`src/rtl/argmax_pkg.sv`:
```
// Shared types and defaults for the sequential argmax front-end.
package argmax_pkg;

    localparam int DATA_W      = 4;
    localparam int DEF_MAX_LEN = 16;

    typedef logic [DATA_W-1:0] data_t;

    typedef enum logic {
        COLLECT = 1'b0,
        REPORT  = 1'b1
    } state_t;

endpackage : argmax_pkg

```
`src/rtl/argmax_seq_gt_cmp.sv`:
```
// Unsigned strict greater-than between two samples.
module gt_cmp
    import argmax_pkg::*;
(
    input  data_t a,
    input  data_t b,
    output logic  gt
);

    // Strictly greater, so equal values never displace the earlier winner.
    always_comb begin
        gt = (a > b);
    end

endmodule : gt_cmp

```
`src/rtl/argmax_seq.sv`:
```
// Sequential argmax: tracks the running maximum and its first index over a
// frame of samples, then holds the result until downstream consumes it.
module argmax_seq
    import argmax_pkg::*;
#(
    parameter int MAX_LEN = DEF_MAX_LEN,
    parameter int IDX_W   = $clog2(MAX_LEN)
) (
    input  logic              clk,
    input  logic              rst_n,
    input  logic [DATA_W-1:0] in_data,
    input  logic              in_valid,
    input  logic              in_last,
    output logic              in_ready,
    output logic              out_valid,
    input  logic              out_ready,
    output logic [DATA_W-1:0] out_max,
    output logic [IDX_W-1:0]  out_idx,
    output logic [IDX_W:0]    out_len,
    output logic              out_trunc
);

    localparam int                CNT_W    = IDX_W + 1;
    localparam logic [CNT_W-1:0]  LAST_CNT = CNT_W'(MAX_LEN - 1);

    state_t            state;
    logic [CNT_W-1:0]  cnt;
    data_t             max_r;
    logic [IDX_W-1:0]  idx_r;

    logic              gt;
    logic              accept;
    logic              take_new;
    logic              at_limit;
    logic              close;
    data_t             next_max;
    logic [IDX_W-1:0]  next_idx;
    logic [CNT_W-1:0]  next_cnt;

    gt_cmp u_gt_cmp (
        .a  (in_data),
        .b  (max_r),
        .gt (gt)
    );

    // Handshake flags decode from state alone, so nothing on in_* reaches them.
    always_comb begin
        in_ready  = (state == COLLECT);
        out_valid = (state == REPORT);
    end

    // Per-sample update, including the sample that closes the frame.
    always_comb begin
        accept   = in_valid && in_ready;
        take_new = (cnt == '0) || gt;
        next_max = take_new ? in_data : max_r;
        next_idx = take_new ? cnt[IDX_W-1:0] : idx_r;
        next_cnt = cnt + 1'b1;
        at_limit = (cnt == LAST_CNT);
        close    = accept && (in_last || at_limit);
    end

    // FSM, running max/index/count, and held result registers.
    always_ff @(posedge clk or negedge rst_n) begin
        if (!rst_n) begin
            state     <= COLLECT;
            cnt       <= '0;
            max_r     <= '0;
            idx_r     <= '0;
            out_max   <= '0;
            out_idx   <= '0;
            out_len   <= '0;
            out_trunc <= 1'b0;
        end else begin
            case (state)
                COLLECT: begin
                    if (accept) begin
                        max_r <= next_max;
                        idx_r <= next_idx;
                        cnt   <= next_cnt;
                    end
                    if (close) begin
                        state     <= REPORT;
                        out_max   <= next_max;
                        out_idx   <= next_idx;
                        out_len   <= next_cnt;
                        out_trunc <= !in_last;
                    end
                end
                REPORT: begin
                    if (out_ready) begin
                        state <= COLLECT;
                        cnt   <= '0;
                        max_r <= '0;
                        idx_r <= '0;
                    end
                end
                default: state <= COLLECT;
            endcase
        end
    end

endmodule : argmax_seq
```
`config.mk`:
```
export PLATFORM = sky130hd
export DESIGN_NAME = argmax_seq
export DESIGN_NICKNAME = d
export VERILOG_FILES = /design/src/rtl/argmax_pkg.sv /design/src/rtl/argmax_seq_gt_cmp.sv /design/src/rtl/argmax_seq.sv
export SDC_FILE = /design/constraint.sdc
export NUM_CORES = 1
export LEC_CHECK = 0
export ABC_CLOCK_PERIOD_IN_PS = 2000
export BUFFER_PORTS_ARGS = -buffer_cell sky130_fd_sc_hd__buf_2
export CORE_MARGIN = 4
export CORE_UTILIZATION = 25
export DETAILED_ROUTE_END_ITERATION = 12
export PLACE_DENSITY = 0.52
export SLEW_MARGIN = 20
export SYNTH_ARGS = -nofsm -noshare
export SYNTH_HDL_FRONTEND = slang
export SYNTH_SLANG_ARGS = --single-unit
export TNS_END_PERCENT = 20
```
`constraint.sdc`:
```
create_clock -name clk -period 2 [get_ports clk]
set_input_delay 0.1 -clock clk [delete_from_list [all_inputs] [get_ports clk]]
set_output_delay 0.1 -clock clk [all_outputs]
set_load 0.02 [all_outputs]
```
==> run_results.csv <==
group,metric,value,unit
synth,synth_nets,154,
setup_path,end_kind,"register",
setup_path,required,2.17,ns
place,hpwl,2.367,mm
finish,layout-drive-gt1-share,25.15,%
detailed_routing,drc,0,
die,rows,27,
sta,slew_viol_final,0,
global_route,grt_use_total,9.954,%
global_route,overflow,0,
clock_tree,cts_tree,"yes",
clock_tree,clk_pin_slew,0.10,ns
sta,fin_crit_sh,94.52,%
setup_path,path_class,"reg2reg",
global_route,grt_pass1_vias,1120,
global_route,grt_max_degree,29,
sta,worst_pin_slew,0.6440,ns
detailed_routing,routed_wl,3.256,mm
synth,synth_top_area_cell,"dfrtp_1",
global_route,grtUsageMet3,2.083,%
synth,synth_top_family_by_area,"compound AO/OA/AOI/OAI gates",
synth,synth-simple-area-share,11.02,%
detailed_routing,wl_per_cell,13.40,µm
die,initial_core_util,25.77,%
global_route,grt_pass1_wl,5.540,mm
global_route,use_met1,12.52,%
detailed_routing,final_antenna_net_count,0,
die,dieWidth,83.34,µm
pwr,total_power,2.210,mW
place,portBuffers,24,
setup_path,crit_buf_inv,1,
sta,max_freq,529.0,MHz
finish,final_util,32.42,%
sta,worst_slack,0.1097,ns
global_route,top_usage_layer,"met2",
clock_tree,clock-sinks,28,
clock_tree,htree_levels,1,
sta,period_needed,1.890,ns
flow_run,drv_cap,0,
setup_path,max_stage_delay,0.46,ns
synth,synth_area_per_cell,10.28,µm²
synth,synth_compound_area_share,19.22,%
setup_path,worst-endpoint-arrival,2.06,ns
detailed_routing,dr.pass1.iters,4,
setup_path,cp_slowest_cell,"dfrtp_2",
die,die_area,0.006945,mm²
synth,ys_ff_latch,28,
clock_tree,cts_root_buf,"clkbuf_8",
place,dp_slack,0.02654,ns
sta,setup_viol,0,
sta,finalHoldViolations,0,
finish,area_growth,25.84,%
setup_path,cp_cell_sequence,"inv_1 > ha_1 > nor4b_4 > nor2_1 > a21oi_4 > mux2i_1 > o21ai_1",
sta,max_slew_margin,57.07,%
setup_path,critPathMaxFanout,8,
synth,yosys-top-cells-area,"dfrtp_1, mux2i_1, ha_1",
synth,ys_warn_count,0,
sta,grt_setup_unrepaired,"yes",
synth,syn_inst,138,
detailed_routing,drt_iter0_markers,77,
pwr,power_density,1238,mW/mm²
clock_tree,insertion_delay,0.28,ns
synth,syn_area,0.001419,mm²
synth,ys_seq_area_share,49.38,%
synth,yosys.cell_types.count,26,
detailed_routing,viasPerCell,4.481,
synth,synth_top_area_share,49.38,%
sta,skew,0.004277,ns
synth,synth.area.mux_share,9.259,%
worst_hold_path,hold_path_class,"in2reg",
clock_tree,numCtsBuffers,3,
setup_path,startpoint_type,"register",
finish,diodes,0,
die,fp.coreArea,0.005507,mm²
global_route,antenna_found_initial,0,
clock_tree,clock_path_buffers,2,
pwr,ir_drop,0.3885,mV
synth,synth_xor_area_share,1.235,%
setup_path,cpLargestDelayFamily,"flip-flops",
finish,nets,188,
die,ios,25,
synth,synth_fa_ha_area_share,6.173,%
die,die_y,83.34,µm
global_route,use_met2,15.82,%
place,gp_congestion,0.7781,
pwr,p_leak,0.8557,nW
sta,whs,0.1132,ns
detailed_routing,vias,1089,
status,status,"complete, no violations",
## cell type report
type,count,area [µm²]
clock buffers,3,41.29
clock inverters,1,30.03
fillers,566,3721
inverters,10,37.54
multi-input cells,96,674.4
flip-flops and latches,28,703.2
well taps,72,90.09
repair buffers,33,209.0
## synthesized netlist by cell type (all sizes together)
cell and count:
nand4 1, a22o 1, nand2 21, a21boi 1, mux2 1, clkbuf 4
nor4b 1, inv 10, o211ai 1, ha 7, and3 2, nand2b 1
dfrtp 28, a32oi 2, nor2 2, o21ai 24, a21oi 7, o22ai 3
o2bb2a 2, nor2b 3, xnor2 2, mux2i 12, o31ai 2
## power by group
part           switching (mW)  total (mW)  internal [mW]  leakage, nW
clock network           0.187       0.455          0.268       0.0357
registers               0.125       0.851          0.726        0.366
logic                   0.501       0.904          0.403        0.454
total                   0.813        2.21           1.40        0.856
## stage by stage
| stage | TNS [ns] | instance area, µm² | cells |
|---|---|---|---|
| after CTS | 0 | 1750 | 242 |
| after floorplan | 0 | 1419 | 138 |
| after global placement | 0 | 1652 | 235 |
| after global routing | -0.009301 | 1785 | 243 |
| after detailed placement | 0 | 1652 | 235 |
| final | 0 | 1785 | 243 |
## path summary, 6_finish.rpt
kind	start	endpoint	slack (ns)	depth (start not counted)
setup / recovery	cnt[0]	out_max[1]	0.11	7
hold / removal	in_data[1]	max_r[1]	0.11	3
setup reg to reg	cnt[0]	out_max[1]	0.11	7
hold reg to reg	out_idx[1]	out_idx[1]	0.48	2
max in group asynchronous	rst_n	cnt[1]	1.18	2
min in group asynchronous	rst_n	out_len[1]	0.37	2
## kinds of logic after synthesis
logic type | Yosys count
AO/OA/AOI/OAI | 43
adder cells (fa/ha/maj) | 7
flip-flops | 28
multiplexers | 13
buffers and inverters | 14
XOR/XNOR | 2
AND/OR/NAND/NOR | 31
## cells in the final DEF (no fill, tap or decap), types with 2 or more instances in the layout
| cell type | netlist | layout |
|---|---|---|
| a21oi_1 | 5 | 4 |
| clkbuf_8 | 0 | 3 |
| inv_1 | 10 | 10 |
| o21ai_0 | 13 | 13 |
| buf_2 | 0 | 24 |
| dfrtp_2 | 0 | 2 |
| nor2_1 | 2 | 2 |
| and3_1 | 2 | 2 |
| o22ai_1 | 3 | 3 |
| xnor2_1 | 2 | 2 |
| o2bb2a_1 | 2 | 2 |
| dfrtp_1 | 28 | 26 |
| o21ai_1 | 11 | 11 |
| o31ai_1 | 2 | 2 |
| a32oi_1 | 2 | 2 |
| buf_4 | 0 | 5 |
| ha_1 | 7 | 7 |
| mux2i_1 | 12 | 12 |
| dlygate4sd3_1 | 0 | 2 |
| nor2b_1 | 2 | 2 |
| nand2_1 | 21 | 21 |
| a21oi_4 | 2 | 2 |
## what timing repair did
item | 4_1_cts | 5_1_grt
pin swaps | 1 | 0
buffers inserted | 1 | 1
hold endpoints to repair | 29 | 0
endpoints found under the setup margin | 1 | 16
gates resized for setup | 0 | 6
hold buffers | 2 | 0
## flip-flops by register name, indices dropped and copies added (netlist names)
| register | count |
|---|---|
| cnt | 5 |
| idx_r | 4 |
| max_r | 4 |
| out_idx | 4 |
| out_len | 5 |
| out_max | 4 |
| out_trunc | 1 |
| out_valid | 1 |
## tightest hold or removal path, stage by stage
cell and delay [ns]:
buf_2 0.11, a32oi_1 0.09, o31ai_1 0.06
## metal layers
layer | vias to the layer above | share of wire (%)
met5 | - | 0
met4 | 0 | 2.4
met3 | 4 | 4.2
met2 | 18 | 46
met1 | 517 | 47
li1 | 550 | -
Power figures use the tool's default switching activity.
